[config.mk]
export PLATFORM = sky130hd
export DESIGN_NAME = alu_pipe
export DESIGN_NICKNAME = d
export VERILOG_FILES = /design/src/rtl/alu_pipe.sv
export SDC_FILE = /design/constraint.sdc
export NUM_CORES = 1
export LEC_CHECK = 0
export ABC_AREA = 1
export BUFFER_PORTS_ARGS = -buffer_cell sky130_fd_sc_hd__buf_4
export CAP_MARGIN = 20
export CORE_ASPECT_RATIO = 0.6
export CORE_MARGIN = 2
export CORE_UTILIZATION = 40
export CTS_CLUSTER_SIZE = 14
export DETAILED_ROUTE_END_ITERATION = 7
export MAX_ROUTING_LAYER = met4
export PLACE_DENSITY = 0.55
export SYNTH_ARGS = -nofsm -noshare
export SYNTH_HDL_FRONTEND = slang
export SYNTH_SLANG_ARGS = --single-unit
[constraint.sdc]
create_clock -name i_CLK -period 8.15 [get_ports i_CLK]
set_clock_uncertainty 0.05 [all_clocks]
set_input_delay 1.2225 -clock i_CLK [delete_from_list [all_inputs] [get_ports i_CLK]]
set_output_delay 1.2225 -clock i_CLK [all_outputs]
set_load 0.05 [all_outputs]
[src/rtl/alu_pipe.sv]
// alu_pipe: two-stage pipelined signed ALU with valid/ready handshaking,
// optional saturation on ADD/SUB/MUL overflow, {V,C,N,Z} flags and a
// saturating counter of delivered results that overflowed.
module alu_pipe #(
  parameter int unsigned WIDTH     = 8,
  parameter bit          SAT_EN    = 1'b1,
  parameter int unsigned CNT_WIDTH = 8
) (
  input  logic                 i_CLK,
  input  logic                 i_RSTn,
  input  logic [WIDTH-1:0]     i_arg0,
  input  logic [WIDTH-1:0]     i_arg1,
  input  logic [2:0]           i_oper,
  input  logic                 i_sat,
  input  logic                 i_valid,
  output logic                 o_ready,
  output logic [WIDTH-1:0]     o_result,
  output logic [3:0]           o_flag,
  output logic                 o_valid,
  input  logic                 i_ready,
  input  logic                 i_cnt_clr,
  output logic [CNT_WIDTH-1:0] o_ovf_cnt
);

  localparam int unsigned SHW = $clog2(WIDTH);
  localparam logic [WIDTH-1:0] MAX_POS = {1'b0, {(WIDTH-1){1'b1}}};
  localparam logic [WIDTH-1:0] MIN_NEG = {1'b1, {(WIDTH-1){1'b0}}};

  typedef enum logic [2:0] {
    OP_ADD = 3'b000,
    OP_SUB = 3'b001,
    OP_AND = 3'b010,
    OP_OR  = 3'b011,
    OP_XOR = 3'b100,
    OP_SHL = 3'b101,
    OP_ASR = 3'b110,
    OP_MUL = 3'b111
  } op_e;

  // Stage 1: captured operand set
  logic             s1_valid_q, s1_valid_d;
  logic [WIDTH-1:0] s1_a_q, s1_a_d;
  logic [WIDTH-1:0] s1_b_q, s1_b_d;
  op_e              s1_op_q, s1_op_d;
  logic             s1_sat_q, s1_sat_d;

  // Stage 2: computed result and flags
  logic             s2_valid_q, s2_valid_d;
  logic [WIDTH-1:0] res_q, res_d;
  logic [3:0]       flag_q, flag_d;

  logic [CNT_WIDTH-1:0] cnt_q, cnt_d;

  // Handshake and datapath intermediates
  logic               s2_free;
  logic               accept;
  logic [SHW-1:0]     shamt;
  logic [WIDTH:0]     sum_w, diff_w, shl_w, asr_w;
  logic [2*WIDTH-1:0] prod_w, prod_sext;
  logic [WIDTH-1:0]   alu_res;
  logic [3:0]         alu_flag;
  logic               carry, ovf, clamp_neg;

  // Handshake: stage 2 is free when empty or draining; stage 1 takes new data
  // when empty or when its contents move into stage 2 this cycle.
  always_comb begin
    s2_free = !s2_valid_q || i_ready;
    o_ready = i_RSTn && (!s1_valid_q || s2_free);
    accept  = i_valid && o_ready;
  end

  // Stage 1 next state: load on accept, empty when the op moves on.
  always_comb begin
    // NOTE: every output of a combinational block gets a default first so no
    // path leaves it unassigned, which would otherwise infer a latch.
    s1_valid_d = s1_valid_q;
    s1_a_d     = s1_a_q;
    s1_b_d     = s1_b_q;
    s1_op_d    = s1_op_q;
    s1_sat_d   = s1_sat_q;
    if (accept) begin
      s1_valid_d = 1'b1;
      s1_a_d     = i_arg0;
      s1_b_d     = i_arg1;
      s1_op_d    = op_e'(i_oper);
      s1_sat_d   = i_sat;
    end else if (s1_valid_q && s2_free) begin
      s1_valid_d = 1'b0;
    end
  end

  // Stage 1 occupancy register.
  always_ff @(posedge i_CLK or negedge i_RSTn) begin
    // NOTE: sequential state uses non-blocking assignments so every flop
    // samples values from before the edge, independent of block ordering.
    if (!i_RSTn) s1_valid_q <= 1'b0;
    else         s1_valid_q <= s1_valid_d;
  end

  // Stage 1 payload register.
  always_ff @(posedge i_CLK) begin
    // NOTE: the payload is left unreset; s1_valid_q qualifies it, so its
    // contents are never observed before a real accept.
    s1_a_q   <= s1_a_d;
    s1_b_q   <= s1_b_d;
    s1_op_q  <= s1_op_d;
    s1_sat_q <= s1_sat_d;
  end

  // ALU: result, carry, overflow and optional clamp for the stage 1 op.
  always_comb begin
    shamt     = s1_b_q[SHW-1:0];
    sum_w     = {1'b0, s1_a_q} + {1'b0, s1_b_q};
    diff_w    = {1'b0, s1_a_q} - {1'b0, s1_b_q};
    shl_w     = {1'b0, s1_a_q} << shamt;
    // Extra low bit catches the last bit shifted out; stays 0 for shamt 0.
    asr_w     = $signed({s1_a_q, 1'b0}) >>> shamt;
    prod_w    = $signed({{WIDTH{s1_a_q[WIDTH-1]}}, s1_a_q}) *
                $signed({{WIDTH{s1_b_q[WIDTH-1]}}, s1_b_q});
    prod_sext = {{WIDTH{prod_w[WIDTH-1]}}, prod_w[WIDTH-1:0]};
    alu_res   = '0;
    carry     = 1'b0;
    ovf       = 1'b0;
    clamp_neg = 1'b0;
    case (s1_op_q)
      OP_ADD: begin
        alu_res   = sum_w[WIDTH-1:0];
        carry     = sum_w[WIDTH];
        ovf       = (s1_a_q[WIDTH-1] == s1_b_q[WIDTH-1]) &&
                    (sum_w[WIDTH-1] != s1_a_q[WIDTH-1]);
        clamp_neg = s1_a_q[WIDTH-1];
      end
      OP_SUB: begin
        alu_res   = diff_w[WIDTH-1:0];
        carry     = diff_w[WIDTH];
        ovf       = (s1_a_q[WIDTH-1] != s1_b_q[WIDTH-1]) &&
                    (diff_w[WIDTH-1] != s1_a_q[WIDTH-1]);
        clamp_neg = s1_a_q[WIDTH-1];
      end
      OP_AND: alu_res = s1_a_q & s1_b_q;
      OP_OR:  alu_res = s1_a_q | s1_b_q;
      OP_XOR: alu_res = s1_a_q ^ s1_b_q;
      OP_SHL: begin
        alu_res = shl_w[WIDTH-1:0];
        carry   = shl_w[WIDTH];
      end
      OP_ASR: begin
        alu_res = asr_w[WIDTH:1];
        carry   = asr_w[0];
      end
      OP_MUL: begin
        alu_res   = prod_w[WIDTH-1:0];
        ovf       = (prod_w != prod_sext);
        clamp_neg = prod_w[2*WIDTH-1];
      end
      default: alu_res = '0;
    endcase
    if (SAT_EN && s1_sat_q && ovf) alu_res = clamp_neg ? MIN_NEG : MAX_POS;
    alu_flag = {ovf, carry, alu_res[WIDTH-1], (alu_res == '0)};
  end

  // Stage 2 next state: take stage 1 contents whenever stage 2 is free.
  always_comb begin
    s2_valid_d = s2_valid_q;
    res_d      = res_q;
    flag_d     = flag_q;
    if (s2_free) begin
      s2_valid_d = s1_valid_q;
      if (s1_valid_q) begin
        res_d  = alu_res;
        flag_d = alu_flag;
      end
    end
  end

  // Stage 2 registers; outputs must read zero during reset.
  always_ff @(posedge i_CLK or negedge i_RSTn) begin
    if (!i_RSTn) begin
      s2_valid_q <= 1'b0;
      res_q      <= '0;
      flag_q     <= '0;
    end else begin
      s2_valid_q <= s2_valid_d;
      res_q      <= res_d;
      flag_q     <= flag_d;
    end
  end

  // Overflow counter: clear wins, otherwise count delivered V=1 results,
  // sticking at all-ones.
  always_comb begin
    cnt_d = cnt_q;
    if (i_cnt_clr) begin
      cnt_d = '0;
    end else if (s2_valid_q && i_ready && flag_q[3] && (cnt_q != '1)) begin
      cnt_d = cnt_q + CNT_WIDTH'(1);
    end
  end

  // Overflow counter register.
  always_ff @(posedge i_CLK or negedge i_RSTn) begin
    if (!i_RSTn) cnt_q <= '0;
    else         cnt_q <= cnt_d;
  end

  assign o_valid   = s2_valid_q;
  assign o_result  = res_q;
  assign o_flag    = flag_q;
  assign o_ovf_cnt = cnt_q;

endmodule

# ---- Word level (Yosys, flattened, before mapping)
# Index checks and enable logic that the tools add are counted.
# W data, S select, Z words.
dict set report totals {
  register_bits 42
  latchBits 0
  ram_bits 0
  rom_bits 0
  input_bits 25
  output_inout_bits 22
  word_cells 60
  mem_count 0
}
dict set report op_classes {
  addsub 3
  multipliers 1
  div 0
  magnitude_cmp 0
  eq_ne 13
  shift 2
  n_mux 10
  bitwise_logic 3
  reduce_logical 19
}
# op count
set op_table {}
lappend op_table {{$pmux W8 S8} 1}
lappend op_table {{$mux W8} 4}
lappend op_table {{$mul A8 B8 Y16} 1}
lappend op_table {{$eq A3 B3 Y1 const B} 4}
lappend op_table {{$add A8 B8 Y9} 1}
lappend op_table {{$logic_and A1 B1 Y1} 9}
lappend op_table {{$shl A8 B3 Y9} 1}
lappend op_table {{$sshr A9 B3 Y9} 1}
lappend op_table {{$sub A8 B8 Y9} 1}
lappend op_table {{$add A8 B1 Y8 const B} 1}
lappend op_table {{$and A8 B8 Y8} 1}
lappend op_table {{$logic_not A8 Y1} 1}
lappend op_table {{$ne A8 B8 Y1} 1}
lappend op_table {{$ne A8 B8 Y1 const B} 1}
lappend op_table {{$or A8 B8 Y8} 1}
lappend op_table {{$xor A8 B8 Y8} 1}
lappend op_table {{$eq A3 B2 Y1 const B} 2}
lappend op_table {{$pmux W1 S4} 1}
lappend op_table {{$reduce_bool A2 Y1} 2}
lappend op_table {{$eq A3 B1 Y1 const B} 1}
lappend op_table {{$logic_not A3 Y1} 1}
lappend op_table {{$ne A1 B1 Y1} 3}
lappend op_table {{$pmux W1 S3} 1}
lappend op_table {{$logic_not A1 Y1} 2}
lappend op_table {{6 further kinds} 8}

# ---- Logic depth before layout (Yosys ltp)
# Gate-level depths: netlist of run 1.
dict set report logic_depth {
  word_depth 7
  mapped_depth 34
  ltp_nobuf 32
}

# ---- Worst setup path after synthesis of run 1
# OpenSTA, ideal clock, no wires.
dict set report synth_path {
  path_kind {register -> register}
  start {reg s1_a_q[7]}
  end {reg flag_q[0] (netlist: o_flag[0])}
  setup_ns 0.118
  arrival_time_ns 4.929
  required_ns 7.982
  setup_slack_ns 3.054
  stages_incl_launch_ff 28
  path_buffers 1
  cell_sequence {edfxtp_1 > clkbuf_1 > nand2_1 > inv_1 > fa_1 > inv_1 > fa_1 > inv_1 > fa_1 > inv_1 > fa_1 > inv_1 > ha_1 > inv_1 > nor3_1 > nand3_1 > nand3_1 > nand2_1 > a21oi_1 > nor2_2 > nor2_4 > nand2_4 > nand2_4 > nand2_1 > nand2_1 > nor2_1 > nand3_1 > nand2_1}
}
dict set report synth_via {
  elab_chain_len 7
}
# item line_no
set synth_lines {}
lappend synth_lines {{from (decl)} 42} ;# logic [WIDTH-1:0] s1_a_q, s1_a_d;
lappend synth_lines {{from (signal assigned)} 104} ;# s1_a_q <= s1_a_d;
lappend synth_lines {{parallel branches: the longest is 5 deep, another holds $mul A8 B8 Y16} -}
lappend synth_lines {{$mux W8 (*)} 158} ;# if (SAT_EN && s1_sat_q && ovf) alu_res = clamp_neg ? MIN_NEG : MAX_POS;
lappend synth_lines {{$logic_not A8 Y1 (*)} 159} ;# alu_flag = {ovf, carry, alu_res[WIDTH-1], (alu_res == '0)};
lappend synth_lines {{to (signal assigned)} 185} ;# flag_q <= flag_d;
lappend synth_lines {{to (decl)} 50} ;# logic [3:0] flag_q, flag_d;
# Every way passes the cells marked *.
# A chain may end at the register's enable or synchronous reset.

# ---- Worst setup path in the final report of run 1
dict set report layout_path {
  start {reg s1_b_q[2]}
  end {reg flag_q[0] (netlist: o_flag[0])}
}
dict set report layout_via {
  elab_chain_len 7
}
# item line_no
set layout_lines {}
lappend layout_lines {{from (decl)} 43} ;# logic [WIDTH-1:0] s1_b_q, s1_b_d;
lappend layout_lines {{from (signal assigned)} 105} ;# s1_b_q <= s1_b_d;
lappend layout_lines {{parallel branches: the longest is 5 deep, another holds $mul A8 B8 Y16} -}
lappend layout_lines {{$mux W8 (*)} 158}
lappend layout_lines {{$logic_not A8 Y1 (*)} 159}
# Marks and branches as above.

==> out/results.ini, run 1 <==
[status]
outcome = complete, no violations

[synthesis]
ys_seq_area_frac = 0.184
syn_area_um2 = 6110
synthesis.instances = 851
yosys_warnings = 0
synth_ff_type = dfrtp_1
avgSynthCellArea_um2 = 7.19
ys_ff_latch = 41
synth_fp_nets = 989
synthArstFlopShare = 0.512
ys_types = 46
synth_edf_count = 20

[setup_path]
ff2ff_path_depth = 26
cp.arrival_ps = 5730
r2r-end = o_flag[0]
reg2reg_setup_slack_ps = 2560
reg2reg_from = s1_b_q[2]
crit_required_ps = 8280
crit_path_max_fanout = 16
worstSetupPathType = reg -> reg
end_kind = register
worst_setup_path_start_kind = register

[die]
die-area_um2 = 16300
die_width_um = 164
ios = 47
die_h_um = 99.8
coreArea_um2 = 14700
row_count = 34
initial_utilization = 0.415

[grt]
grt_start_max_net_pins = 25
grt.total_usage = 0.221
grt_first_pass_wirelength_um = 27100
antenna_found_initial = 0
grt_remaining_overflow = 0
first_global_vias = 4949

[cts]
cts_resized = 0
clock-sinks = 41
cts.htree.levels = 2
cts_buffer_depth = 2
clk_pin_slew_ps = 60
cts_tree = yes
root_buffer = clkbuf_16
cts_setup_buffers = 0
clk_latency_ps = 290
cts_made_buffers = 5
cts_hold_buf = 0

[finish]
finalNetCount = 1026
instances_no_fill = 1087
num_antenna_cells = 0
area_growth_pct = 12.1
drive_gt1_frac = 0.108

[place]
dp_cells = 1079
gp_congestion = 0.990
post-dp-hpwl_um = 14000
io_buffer_count = 46

[timing]
relSlewSlack = 0.564
holdWs_ps = 437
worst_pin_slew_ps = 653
min_period_ps = 5590
finalHoldViolations = 0
rsz0062_at_grt = no
finalMaxSlewViolations = 0
setup_viol = 0
period_share = 0.686
fmax_mhz = 179
tns_ps = 0

[drt]
wire_per_inst_um = 15.4
postRouteAntennaNets = 0
drtIter0Drc = 622
drt_wl_total_um = 16800
vias = 5532
avgViaCountPerCell = 5.09
drtPass1Iterations = 5
drc_errors = 0

[min_path]
hold-path-cell-count = 2
worstHoldStart = s1_valid_q
hold_class = reg -> reg
worstHoldEndpoint = o_valid

[power_and_ir_drop]
power_uw = 1580
power_density_nw_per_um2 = 231
leakage_uw = 0.00369
ir_drop_v = 0.000117

[job]
max_cap_viol_count = 0

-- how the worst max path moves through the flow --
stage / start / end / slack (ps) / cells past startpoint
after global placement: s1_b_q[2] / o_flag[0] / 2690 / 24
after floorplan: s1_a_q[7] / o_flag[0] / 3050 / 27
final: s1_b_q[2] / o_flag[0] / 2560 / 26
after CTS: s1_b_q[2] / o_flag[0] / 2530 / 26
after detailed placement: s1_b_q[2] / o_flag[0] / 2580 / 26
after global routing: s1_b_q[2] / o_flag[0] / 2100 / 26
-- synth_stat cells (4+ instances only) --
cell      count  area (um2)
a21oi_1      40         200
a221oi_1      5        43.8
a31oi_1       5        31.3
clkbuf_1     16        60.1
dfrtp_1      21         526
edfxtp_1     20         601
fa_1         57        1140
ha_1         56         701
inv_1       199         747
nand2_1     189         709
nand2_2      12        75.1
nand3_1      49         245
nand3_2       5        50.1
nand4_1       8        50.1
nor2_1       55         206
nor2_2        7        43.8
nor3_1        7        35.0
o211ai_1      4        30.0
o21ai_0      46         230
o22ai_1       7        43.8
xor2_1        6        52.6
-- per-layer routing --
metal	vias up	share of wire	global-route usage
met2	207	0.34	0.247
li1	2730	-	-
met5	-	0	-
met3	6	0.099	0.0500
met4	0	0.0045	0.0277
met1	2589	0.56	0.383
-- placed cells by master (no fill, tap or decap), types with 8 or more instances in the layout --
| cell type | n |
|---|---|
| fa_1 | 57 |
| inv_1 | 199 |
| nand2_1 | 189 |
| dfrtp_1 | 21 |
| nand3_1 | 49 |
| nor2_2 | 8 |
| nand2_2 | 12 |
| o21ai_0 | 46 |
| nor2_1 | 54 |
| edfxtp_1 | 20 |
| ha_1 | 56 |
| nand4_1 | 8 |
| buf_4 | 49 |
| a21oi_1 | 40 |
-- worst max-delay path, stage by stage, from the launching register on --
cell and delay [ps]:
edfxtp_1 630, nand2_1 230, inv_1 150, fa_1 700, inv_1 150, fa_1 550, inv_1 50, fa_1 490
inv_1 50, fa_1 520, inv_1 40, ha_1 330, inv_1 90, nor3_1 250, nand3_1 150, nand3_1 110
nand2_1 70, a21oi_1 160, nor2_2 80, nor2_4 140, nand2_4 90, nand2_4 110, nand2_1 80, nand2_1 70
nor2_1 40, nand3_1 70, nand2_1 50
-- kinds of logic after synthesis --
family / share of synthesized area
xor gates and xnor gates: 0.0115
DFF: 0.184
buffers and inverters: 0.138
AOI/OAI and AO/OA: 0.115
and+or+nand+nor: 0.251
adders and majority gates: 0.301
-- per-stage QoR --
| stage | setup slack [ps] | utilization | instance area (um2) |
|---|---|---|---|
| after floorplan | 3050 | - | 6110 |
| after global placement | 2690 | 0.452 | 6650 |
| after detailed placement | 2580 | 0.453 | 6660 |
| after CTS | 2530 | 0.466 | 6850 |
| after global routing | 2100 | 0.466 | 6850 |
| final | 2560 | 0.466 | 6850 |
-- power by group --
group          switching, uW  internal (uW)
Combinational            696            368
Clock                   85.3            164
Sequential              26.3            242
Total                    808            774
-- registers in the layout (all words and copies together) (netlist names) --
signal,flops
s1_sat_q,1
o_result,7
o_flag,4
s1_b_q,8
s1_valid_q,1
s1_a_q,8
s1_op_q,3
o_ovf_cnt,8
o_valid,1
-- cell type report --
| class | count | area, um2 |
|---|---|---|
| well taps | 198 | 248 |
| inverters | 202 | 758 |
| fillers | 1523 | 7870 |
| multi-input cells | 588 | 4150 |
| clock buffers | 6 | 150 |
| clock inverters | 2 | 38.8 |
| repair buffers | 50 | 383 |
| flip-flops and latches | 41 | 1130 |
Power figures use the tool's default switching activity.
==> inputs of run 2 (changes only) <==
--- a/config.mk
+++ b/config.mk
@@ -14,7 +14,7 @@
 export CTS_CLUSTER_SIZE = 14
 export DETAILED_ROUTE_END_ITERATION = 7
 export MAX_ROUTING_LAYER = met4
-export PLACE_DENSITY = 0.55
+export PLACE_DENSITY = 0.57
 export SYNTH_ARGS = -nofsm -noshare
 export SYNTH_HDL_FRONTEND = slang
 export SYNTH_SLANG_ARGS = --single-unit
==> constraint.sdc (replaced) <==
create_clock -name i_CLK -period 4.7 [get_ports i_CLK]
set_clock_uncertainty 0.05 [all_clocks]
set_input_delay 0.705 -clock i_CLK [delete_from_list [all_inputs] [get_ports i_CLK]]
set_output_delay 0.705 -clock i_CLK [all_outputs]
set_load 0.05 [all_outputs]
==> run 2 against run 1 <==
Compared with the run above:
- the flow now finishes with violations (negative setup slack)
- worst setup slack worse by 2800 ps
- wire length up 13%
- non-clock buffer count up 107
- via count up 8.6%
- flip-flop and latch count unchanged
- clock-buffer cell count down 1
- hold slack worse by 200 ps
- power up 120%
- combinational power rose to 2.5 times the previous value
- critical path type unchanged
- largest cell class unchanged
- largest power group unchanged
- highest routed layer unchanged
==> out/results.ini, run 2 (synthesis results as in run 1) <==
[status]
outcome = finished with violations
violations = negative setup slack

[die]
ios = 47
row_count = 34
die_h_um = 99.8
die-area_um2 = 16300
coreArea_um2 = 14700
initial_utilization = 0.415
die_width_um = 164

[timing]
layout_setup_ws_ps = -283
finalMaxSlewViolations = 0
period_share = 1.06
setup_viol = 10
min_period_ps = 4980
rsz0062_at_grt = yes
worst_pin_slew_ps = 629
finalHoldViolations = 0
relSlewSlack = 0.579
fmax_mhz = 201
tns_ps = -2360

[finish]
final_util = 0.546
num_antenna_cells = 0
drive_gt1_frac = 0.279
area_growth_pct = 31.3
layout_commonest_cell = inv_1
final_cell_mix = inv_1, nand2_1, buf_4, fa_1, nor2_1
fin_area_um2 = 8030
finalNetCount = 1133

[drt]
wire_per_inst_um = 15.9
drc_errors = 0
avgViaCountPerCell = 5.03
drt_wl_total_um = 19000
drtPass1Iterations = 6
postRouteAntennaNets = 0
vias = 6008
drtIter0Drc = 587

[power_and_ir_drop]
p_int_uw = 1730
p_sw_uw = 1760
power_uw = 3490
leakage_uw = 0.00424
p_comb_frac = 0.770
ir_drop_v = 0.000313
clkPwrFrac = 0.101
p_sw_frac = 0.505
power_frac_seq = 0.130
power_density_nw_per_um2 = 434

[place]
post-dp-hpwl_um = 15700
place_area_um2 = 7370
io_buffer_count = 46
gp_congestion = 0.979
post-place-ws_ps = -365

[cts]
cts_made_buffers = 5
clk_latency_ps = 290
clk_pin_slew_ps = 60
cts_tree = yes
cts.htree.levels = 2
clock-sinks = 41
cts_hold_buf = 0
root_buffer = clkbuf_16
cts_buffer_depth = 2

[setup_path]
worstSetupPathType = reg -> reg
crit_path_max_fanout = 8
reg2reg_from = s1_b_q[1]
end_kind = register
path_delay_family = adder cells
crit_path_start = s1_b_q[1]
reg2reg_setup_slack_ps = -280
cp.arrival_ps = 5120
critPathMaxStageDelay_ps = 520
path_common_cell = nand2_2
crit_required_ps = 4840
worst_setup_path_start_kind = register
cp_num_buf_inv = 6
cpMaxStageDelayCell = fa_1

[grt]
first_global_vias = 5512
grt_first_pass_wirelength_um = 29800
grt_remaining_overflow = 0
antenna_found_initial = 0
grt.total_usage = 0.245
grt_start_max_net_pins = 23

[min_path]
hold_class = in -> async

[job]
max_cap_viol_count = 0

[run 2: cell type report]
class | count | area [um2]
Timing Repair Buffer | 157 | 1210
Inverter | 202 | 766
Clock buffer | 5 | 125
Tap cell | 198 | 248
Clock inverter | 3 | 20.0
Multi-Input combinational cell | 588 | 4530
Fill cell | 1461 | 6690
Sequential cell | 41 | 1130
[run 2: final timing paths]
check                               end  depth (start not counted)
setup / recovery              o_flag[0]                         31
setup reg to reg              o_flag[0]                         31
min in group i_CLK              o_valid                          2
hold reg to reg                 o_valid                          2
hold / removal                o_flag[2]                          1
max in group asynchronous  o_ovf_cnt[6]                          1
[run 2: power groups by stage]
stage	combinational [uW]	clock (uW)	sequential (uW)
6_report	2690	351	452
3_5_place_dp	2230	0	457
2_1_floorplan	1410	0	565
3_3_place_gp	2240	0	459
5_1_grt	2970	379	457
4_1_cts	2510	360	451
[run 2: metal layers]
| metal | wire, um | GRT usage | vias to the layer above |
|---|---|---|---|
| met2 | 7010 | 0.297 | 288 |
| li1 | - | - | 2940 |
| met1 | 9700 | 0.398 | 2768 |
| met5 | 0 | - | - |
| met3 | 2160 | 0.0682 | 12 |
| met4 | 125 | 0.0270 | 0 |
[run 2: worst register-to-register path, delay by kind of cell (launching register included)]
| family | cells | cell delay, ps |
|---|---|---|
| adder cells (fa/ha/maj) | 5 | 2280 |
| flip-flops | 1 | 510 |
| AND/OR/NAND/NOR | 20 | 1600 |
| buffers and inverters | 6 | 410 |
[run 2: timing repair]
| action | in CTS | in global routing |
|---|---|---|
| pin swaps | 37 | 33 |
| buffers inserted | 21 | 2 |
| resized for setup | 56 | 38 |
| endpoints found under the setup margin | 10 | 10 |
[run 2: stage by stage]
stage	instances	hold slack, ps
after CTS	1192	246
after global placement	1163	415
after detailed placement	1163	419
after global routing	1194	252
final	1194	240
after floorplan	851	359
==> inputs of run 3 (changes only) <==
--- a/config.mk
+++ b/config.mk
@@ -11,7 +11,7 @@
 export CORE_ASPECT_RATIO = 0.6
 export CORE_MARGIN = 2
 export CORE_UTILIZATION = 40
-export CTS_CLUSTER_SIZE = 14
+export CTS_CLUSTER_SIZE = 30
 export DETAILED_ROUTE_END_ITERATION = 7
 export MAX_ROUTING_LAYER = met4
 export PLACE_DENSITY = 0.57
==> constraint.sdc (replaced) <==
create_clock -name i_CLK -period 4.3 [get_ports i_CLK]
set_clock_uncertainty 0.05 [all_clocks]
set_input_delay 0.645 -clock i_CLK [delete_from_list [all_inputs] [get_ports i_CLK]]
set_output_delay 0.645 -clock i_CLK [all_outputs]
set_load 0.05 [all_outputs]
==> run 3 against run 2 <==
Compared with the run above:
- the flow still finishes with violations (negative setup slack)
- register-to-register slack got worse by 410 ps
- clock power up 7.4%
- cell area increased by 0.93%
- combinational power is 10% higher
- hold slack worse by 47 ps
- clock-buffer cell count did not move
- power rose by 10%
- via count down 1.3%
- flip-flop and latch count did not move
- critical path depth decreased by 4
- worst setup slack got worse by 410 ps
- critical endpoint unchanged
- largest cell class unchanged
==> out/results.ini, run 3 (synthesis results as in run 1) <==
[status]
outcome = finished with violations
violations = negative setup slack

[min_path]
hold_class = in -> async

[drt]
top_layer = met4
drc_errors = 0
avgViaCountPerCell = 4.94
wire_per_inst_um = 15.3
drtPass1Iterations = 5
vias = 5932
routedLengthMet1_um = 10200
drtIter0Drc = 468
drt_wl_total_um = 18400
postRouteAntennaNets = 0
met3_length_um = 1400
met2_length_um = 6750

[grt]
grt_first_pass_wirelength_um = 28800
antenna_found_initial = 0
first_global_vias = 5415
grt_start_max_net_pins = 23
grt.total_usage = 0.234
grt_remaining_overflow = 0

[setup_path]
path_common_cell = nand2_4
critPathMaxStageDelay_ps = 600
crit_required_ps = 4430
crit_path_max_fanout = 8
cp_num_buf_inv = 7
worstSetupPathType = reg -> reg
cp.arrival_ps = 5130
path_delay_family = adder cells
cpMaxStageDelayCell = fa_2
end_kind = register
worst_setup_path_start_kind = register

[place]
gp_congestion = 0.973
post-dp-hpwl_um = 15100
place_area_um2 = 7480
io_buffer_count = 46
post-place-ws_ps = -814

[die]
die_h_um = 99.8
ios = 47
initial_utilization = 0.415
die-area_um2 = 16300
coreArea_um2 = 14700
row_count = 34
die_width_um = 164

[finish]
drive_gt1_frac = 0.284
layout_commonest_cell = inv_1
finalNetCount = 1139
final_cell_mix = inv_1, nand2_1, buf_4, fa_1, nor2_1
fin_area_um2 = 8110
area_growth_pct = 32.6
final_util = 0.551
num_antenna_cells = 0

[cts]
cts_hold_buf = 0
clk_pin_slew_ps = 70
cts_tree = yes
cts_buffer_depth = 2
clock-sinks = 41
cts_made_buffers = 5
cts.htree.levels = 2
clk_latency_ps = 300
root_buffer = clkbuf_16

[timing]
layout_setup_ws_ps = -696
tns_ps = -6420
period_share = 1.16
worst_pin_slew_ps = 824
rsz0062_at_grt = yes
finalMaxSlewViolations = 0
relSlewSlack = 0.449
fmax_mhz = 200
min_period_ps = 5000
finalHoldViolations = 0
setup_viol = 10

[power_and_ir_drop]
power_uw = 3840
leakage_uw = 0.00426
power_density_nw_per_um2 = 473
ir_drop_v = 0.000312

[job]
max_cap_viol_count = 0

## run 3: cell types whose count changed in the layout (fill, tap and decap cells not counted), moves of 2 or more
cell / before / now
a21oi_1: 36 / 34
nand2_1: 166 / 169
a21oi_2: 5 / 7
buf_4: 148 / 151
inv_1: 181 / 179
nand2_2: 22 / 20
## run 3: through the flow
step | hold slack, ps | cells
after floorplan | 299 | 851
after global placement | 414 | 1166
after detailed placement | 419 | 1167
after CTS | 192 | 1190
after global routing | 205 | 1200
final | 193 | 1200
## run 3: metal layers
layer	vias up	track usage
li1	2959	-
met1	2787	0.398
met2	180	0.282
met3	6	0.0504
met4	0	0.0135
met5	-	-
## run 3: layout make-up
class / count / area [um2]
Sequential cell: 41 / 1130
Clock inverter: 3 / 17.5
Timing Repair Buffer: 163 / 1280
Inverter: 202 / 771
Multi-Input combinational cell: 588 / 4540
Clock buffer: 5 / 125
Tap cell: 198 / 248
Fill cell: 1471 / 6610
## run 3: report_power, final
part | switching, uW | internal (uW) | total [uW]
sequential | 32.3 | 459 | 491
clock | 164 | 213 | 377
combinational | 1700 | 1260 | 2970
total | 1900 | 1940 | 3840
## run 3: worst paths after layout
| check | start | to | slack, ps | depth (start not counted) |
|---|---|---|---|---|
| max | s1_b_q[4] | o_flag[0] | -700 | 27 |
| min | i_RSTn | o_flag[2] | 190 | 1 |
| max reg2reg | s1_b_q[4] | o_flag[0] | -700 | 27 |
| min reg2reg | o_flag[0] | o_flag[0] | 430 | 2 |
| max in group asynchronous | i_RSTn | o_ovf_cnt[3] | 3770 | 1 |
| min in group i_CLK | o_flag[0] | o_flag[0] | 430 | 2 |
## run 3: repair_timing
action,4_1_cts,5_1_grt
gates resized for setup,29,55
pin swaps,38,58
setup buffers,15,10
setup endpoints to repair,10,10
